### src/rtl/ri5cy_mem_arbiter.sv
// Two-master arbiter sharing one RI5CY req/gnt/rvalid memory port (m1 data over m0 fetch).
// Optional grant/stall statistics counters are enabled by defining RI5CY_MEM_ARB_STATS_EN.
module ri5cy_mem_arbiter #(
  parameter int ADDR_WIDTH      = 32,
  parameter int DATA_WIDTH      = 32,
  parameter int MAX_OUTSTANDING = 2,
  parameter int STARVE_LIMIT    = 4
) (
  input  logic                    clk,
  input  logic                    rst,
  input  logic                    m0_req_i,
  input  logic [ADDR_WIDTH-1:0]   m0_addr_i,
  output logic                    m0_gnt_o,
  output logic                    m0_rvalid_o,
  output logic [DATA_WIDTH-1:0]   m0_rdata_o,
  input  logic                    m1_req_i,
  input  logic                    m1_we_i,
  input  logic [DATA_WIDTH/8-1:0] m1_be_i,
  input  logic [ADDR_WIDTH-1:0]   m1_addr_i,
  input  logic [DATA_WIDTH-1:0]   m1_wdata_i,
  output logic                    m1_gnt_o,
  output logic                    m1_rvalid_o,
  output logic [DATA_WIDTH-1:0]   m1_rdata_o,
  output logic                    s_req_o,
  output logic                    s_we_o,
  output logic [DATA_WIDTH/8-1:0] s_be_o,
  output logic [ADDR_WIDTH-1:0]   s_addr_o,
  output logic [DATA_WIDTH-1:0]   s_wdata_o,
  input  logic                    s_gnt_i,
  input  logic                    s_rvalid_i,
  input  logic [DATA_WIDTH-1:0]   s_rdata_i,
  output logic                    err_o
`ifdef RI5CY_MEM_ARB_STATS_EN
  ,
  output logic [31:0]             m0_grant_cnt_o,
  output logic [31:0]             m1_grant_cnt_o,
  output logic [31:0]             stall_cnt_o
`endif
);

  localparam int CNT_W = $clog2(MAX_OUTSTANDING + 1);
  localparam int SC_W  = (STARVE_LIMIT > 0) ? $clog2(STARVE_LIMIT + 1) : 1;
  localparam logic [SC_W-1:0]  SC_MAX = SC_W'(STARVE_LIMIT);
  localparam logic [CNT_W-1:0] DEPTH  = CNT_W'(MAX_OUTSTANDING);

  // Owner FIFO as a shift register: bit 0 is the oldest entry, 1 means m1 owns it.
  logic [MAX_OUTSTANDING-1:0] own_q, own_d;
  logic [CNT_W-1:0]           cnt_q, cnt_d;
  logic [SC_W-1:0]            starve_q;
  logic fifo_full, fifo_empty, force_m0, win_m1, grant, pop;

  assign fifo_full  = (cnt_q == DEPTH);
  assign fifo_empty = (cnt_q == '0);
  assign force_m0   = (STARVE_LIMIT > 0) && m0_req_i && (starve_q == SC_MAX);
  assign win_m1     = m1_req_i & ~force_m0;

  assign s_req_o  = (m0_req_i | m1_req_i) & ~fifo_full & ~rst;
  assign grant    = s_req_o & s_gnt_i;
  assign m0_gnt_o = grant & ~win_m1;
  assign m1_gnt_o = grant & win_m1;

  assign s_addr_o  = win_m1 ? m1_addr_i  : m0_addr_i;
  assign s_we_o    = win_m1 ? m1_we_i    : 1'b0;
  assign s_be_o    = win_m1 ? m1_be_i    : '1;
  assign s_wdata_o = win_m1 ? m1_wdata_i : '0;

  assign pop         = s_rvalid_i & ~fifo_empty & ~rst;
  assign m0_rvalid_o = pop & ~own_q[0];
  assign m1_rvalid_o = pop & own_q[0];
  assign m0_rdata_o  = s_rdata_i;
  assign m1_rdata_o  = s_rdata_i;

  // New owner lands just behind the surviving entries after a same-cycle pop.
  always_comb begin
    own_d = own_q;
    if (pop) own_d = own_q >> 1;
    for (int i = 0; i < MAX_OUTSTANDING; i++)
      if (grant && (CNT_W'(i) == cnt_q - CNT_W'(pop))) own_d[i] = win_m1;
    cnt_d = cnt_q + CNT_W'(grant) - CNT_W'(pop);
  end

  always_ff @(posedge clk or posedge rst) begin
    if (rst) begin
      own_q    <= '0;
      cnt_q    <= '0;
      starve_q <= '0;
      err_o    <= 1'b0;
    end else begin
      own_q <= own_d;
      cnt_q <= cnt_d;
      if (s_rvalid_i && fifo_empty) err_o <= 1'b1;
      if (!m0_req_i || m0_gnt_o)
        starve_q <= '0;
      else if (m1_gnt_o && starve_q != SC_MAX)
        starve_q <= starve_q + 1'b1;
    end
  end

`ifdef RI5CY_MEM_ARB_STATS_EN
  always_ff @(posedge clk or posedge rst) begin
    if (rst) begin
      m0_grant_cnt_o <= '0;
      m1_grant_cnt_o <= '0;
      stall_cnt_o    <= '0;
    end else begin
      if (m0_gnt_o) m0_grant_cnt_o <= m0_grant_cnt_o + 1'b1;
      if (m1_gnt_o) m1_grant_cnt_o <= m1_grant_cnt_o + 1'b1;
      if ((m0_req_i | m1_req_i) && !grant) stall_cnt_o <= stall_cnt_o + 1'b1;
    end
  end
`endif

endmodule
### config.mk
export PLATFORM = sky130hd
export DESIGN_NAME = ri5cy_mem_arbiter
export DESIGN_NICKNAME = d
export VERILOG_FILES = /design/src/rtl/ri5cy_mem_arbiter.sv
export SDC_FILE = /design/constraint.sdc
export NUM_CORES = 1
export LEC_CHECK = 0
export ABC_AREA = 1
export BUFFER_PORTS_ARGS = -buffer_cell sky130_fd_sc_hd__buf_2
export CAP_MARGIN = 20
export CORE_AREA = 2 2 109 111
export CTS_BUF_LIST = sky130_fd_sc_hd__clkbuf_4 sky130_fd_sc_hd__clkbuf_8
export CTS_CLUSTER_DIAMETER = 60
export DETAILED_ROUTE_END_ITERATION = 8
export DIE_AREA = 0 0 111 113
export PLACE_DENSITY = 0.45
export SLEW_MARGIN = 20
export SYNTH_ARGS = -nofsm -noshare
export SYNTH_HDL_FRONTEND = slang
export SYNTH_SLANG_ARGS = --single-unit
### constraint.sdc
create_clock -name clk -period 3.1 [get_ports clk]
set_input_delay 0.155 -clock clk [delete_from_list [all_inputs] [get_ports clk]]
set_output_delay 0.155 -clock clk [all_outputs]
set_load 0.1 [all_outputs]
After elaboration in Yosys (flattened, before gate mapping)
Cells that the tools add are included.
Widths: inputs -> output; s select.
- bits in registers: 8
- latch bits: 0
- input port bits: 139
- memory bits (writable): 0
- logic and storage cells: 51
- memories kept: 0
- ROM bits: 0
- shifts and indexed selects: 0
- multiply operators: 0
- add/subtract/negate cells: 4
- order comparisons: 0
- multiplexer cells: 9
- reduce and logical (&&, ||, !) cells: 12
- div/mod/pow operators: 0
- equality and inequality tests: 4
- bitwise operators: 17
- operators by type and width (cell ; count):
    $mux 32 ; 2
    $and 1x1->1 ; 10
    $mux 3 ; 2
    $not 1->1 ; 6
    $reduce_bool 2->1 ; 3
    $logic_and 1x1->1 ; 5
    $logic_not 2->1 ; 2
    $mux 4 ; 1
    $sub 2x1->2 ; 2
    $add 3x1->3 const B ; 1
    $eq 3x3->1 const B ; 1
    $mux 1 ; 3
    $ne 3x3->1 const B ; 1
    $add 2x1->2 ; 1
    $eq 1x2->1 const A ; 1
    $eq 2x2->1 const B ; 1
    $mux 2 ; 1
    $logic_not 1->1 ; 1
    $logic_or 1x1->1 ; 1
    $or 1x1->1 ; 1

Depth between registers and ports, before layout
- depth in word-level cells: 9
- depth in mapped cells: 9
- gate-level depth less buffers: 9

Worst setup path before layout
No wires, ideal clock.
- kind: register -> output
- from: register starve_q[0]
- to: output port s_wdata_o[19]
- data arrival time: 2.333 ns
- path slack: 0.612 ns
- path buffers: 2
- required time: 2.945 ns
- stages on the path, launching flop included: 8
- cells stage by stage: dfrtp_1 inv_1 ha_1 nand3_2 nand2_4 buf_2 buf_4 nor2_1
- cells in the longest elaborated chain, start to end: 5
- ends and longest elaborated chain (element ; line ; source):
    start, declared ; 49 ; logic [SC_W-1:0] starve_q;
    start signal, assigned ; 95 ; starve_q <= starve_q + 1'b1;
    $eq 3x3->1 ; 54 ; assign force_m0 = (STARVE_LIMIT > 0) && m0_req_i && (starve_q == SC_MAX);
    $logic_and 1x1->1 ; 54 ;
    $not 1->1 ; 55 ; assign win_m1 = m1_req_i & ~force_m0;
    $and 1x1->1 ; 55 ;
    $mux 32 ; 65 ; assign s_wdata_o = win_m1 ? m1_wdata_i : '0;
    end, declared ; 28 ; output logic [DATA_WIDTH-1:0] s_wdata_o,
No other way between the ends.

Final worst setup path
- from: register starve_q[0]
- to: output port s_addr_o[22]
- cells in the longest elaborated chain, start to end: 5
- ends and longest elaborated chain (element ; line ; source):
    $eq 3x3->1 ; 54 ;
    $logic_and 1x1->1 ; 54 ;
    $not 1->1 ; 55 ;
    $and 1x1->1 ; 55 ;
    $mux 32 ; 62 ; assign s_addr_o = win_m1 ? m1_addr_i : m0_addr_i;
    end, declared ; 27 ; output logic [ADDR_WIDTH-1:0] s_addr_o,
No other way between the ends.

==> flow_summary.ini <==
[critical_path]
end_kind = primary output
cp.required_ns = 2.94
crit_path_max_fanout = 36
critPathKind = flip-flop to primary output
worst_ep_arrival_time_ns = 2.17
startpoint_type = flip-flop

[global_route]
globalRouteTotalUtil_pct = 8.15
grt-ovfl-total = 0
grt_pass1_vias = 1953
grt_pass1_wl_mm = 8.60
antenna_found_initial = 0
grt_max_degree = 71

[place]
dpl.hpwl_mm = 4.62
portBuffers = 181
gp_congestion = 0.797

[pwr]
power_leakage_nw = 1.62
total_power_w = 0.00114
irDropWorstVdd_uv = 181
power_density_nw_per_um2 = 481

[yosys]
syn_area_um2 = 1740
synth_flop_cell = dfrtp_1
yosysWarnings = 0
synth_most_common_cell = nand2_1
synth_top_area_share_pct = 28.0
synth_area_leader_cell = buf_4
ys_seq_area_share_pct = 11.5
ys_top_cells_by_area = buf_4 (28%), nand2_1 (22%), dfrtp_1 (11%)
syn_inst = 309
synth_async_sr_flop_share_pct = 100
synth_cell_types = 21
syn-num-nets = 453
avgSynthCellArea_um2 = 5.64
synth-edff-count = 0
synthTopCellsByCount = nand2_1 (104), buf_4 (65), inv_1 (47), nor2_1 (39), nand3_1 (10)
synth_seq_cells = 8

[final_layout]
regArea_um2 = 200
finalNetCount = 567
multiInputGateArea_um2 = 831
drive_above_1_share_pct = 47.3
final_util_pct = 21.0
syn_to_final_growth_pct = 35.7
diodes = 0
nFillCells = 1309

[die]
start_util_pct = 15.5
die_y_um = 113
coreArea_um2 = 11300
rows = 39
die_w_um = 111
die_area_um2 = 12500
ios = 278

[min_path]
min_path_type = input port to flip-flop

[cts]
clk_latency_ns = 0.23
cts-root-buf = clkbuf_8
cts_tree = yes
htree_levels = 1
cts_sinks = 8
clockBufferDepth = 2
clk_pin_slew_ns = 0.04
cts_resized = 0
numCtsBuffers = 3

[run_status]
outcome = finished, final reports clean

[sta]
holdWs_ns = 0.208
fin_skew_ns = 0.00329
slew_headroom_pct = 58.0
timing.final.crit_period_ns = 2.32
period_share_pct = 74.9
setup_violations = 0
hold_violations = 0
setup-tns-final_ns = 0
worst_pin_slew_ns = 0.629
rsz0062_at_grt = false
max_freq_mhz = 431
drv_slew = 0

[detailed_routing]
postRouteWirelength_mm = 5.57
drtIter0Drc = 29
antenna_left = 0
drt-pass1-iter-count = 4
dr_total_vias = 2077
wire_per_inst_um = 9.87
via_per_inst = 3.68
drc = 0

[run]
maxCapViolCount = 0
## final timing paths
| check | startpoint | to | slack, ns | cells past startpoint |
|---|---|---|---|---|
| setup / recovery | starve_q[0] | s_addr_o[22] | 0.78 | 8 |
| setup reg to reg | starve_q[0] | starve_q[1] | 1.38 | 8 |
| hold / removal | s_rvalid_i | err_o | 0.21 | 3 |
| max in group asynchronous | rst | own_q[0] | 2.38 | 3 |
| hold reg to reg | err_o | err_o | 0.47 | 1 |
| min in group asynchronous | rst | err_o | 0.47 | 3 |
## state kept, by name, summed over array words and instances, names as in the netlist
register,count
starve_q,3
cnt_q,2
own_q,2
err_o,1
## cell type report
class	instances	area share, %
inverters	48	7.61
repair buffers	183	39.5
flip-flops and latches	8	8.46
well taps	143	7.56
multi-input cells	179	35.1
clock buffers	3	1.74
## report_power, final
group          internal [W]  switching (W)  total, W
sequential         0.000133      0.0000245  0.000158
clock             0.0000839      0.0000390  0.000123
combinational      0.000176       0.000682  0.000858
total              0.000393       0.000745   0.00114
## critical path: stages (launching register included)
cell     delay, ns
dfrtp_1       0.34
inv_1         0.07
ha_1          0.23
nand3_2       0.10
nand2_4       0.06
inv_2         0.47
nand2_1       0.10
nand2_1       0.13
buf_2         0.44
## kinds of logic (layout without fill, tap and decap cells)
group,Yosys count,count (layout),synth area share [%]
adders and majority gates,5,5,3.59
buffers and inverters,122,234,40.9
AOI/OAI and AO/OA,2,2,0.717
and+or+nand+nor,167,167,40.8
DFF,8,8,11.5
xor gates and xnor gates,5,5,2.51
## placed cells by master (no fill, tap or decap), types with 2 or more instances in the layout
cell      Yosys  final
dfrtp_1       8      8
nor2_2        2      2
inv_1        47     47
buf_2         9    181
nor2_4        2      2
xnor2_1       2      2
nand2_1     104    104
or2_2         4      4
nor2_1       39     39
xor2_1        3      3
ha_1          5      5
clkbuf_8      0      3
nand3_1      10     10
nor3_2        2      2
## timing repair
| item | 4_1_cts | 5_1_grt |
|---|---|---|
| hold buffers | 1 | 0 |
| setup buffers | 0 | 0 |
| endpoints found under the hold margin | 8 | 0 |
## layer usage
layer	routed length [µm]	global-route usage [%]	share of wire, %
met1	1810	7.12	33
met4	153	3.33	2.7
met3	634	1.71	11
met5	0	0	0
met2	2970	17.6	53
## through the flow
stage / setup slack, ns / instances / instance area (µm²)
floorplan: 0.612 / 309 / 1740
global placement: 1.00 / 560 / 2320
global route: 0.580 / 564 / 2370
CTS: 0.726 / 564 / 2370
detailed placement: 0.973 / 560 / 2320
finish: 0.780 / 564 / 2370
No activity file was read; power rests on OpenSTA's default activity.
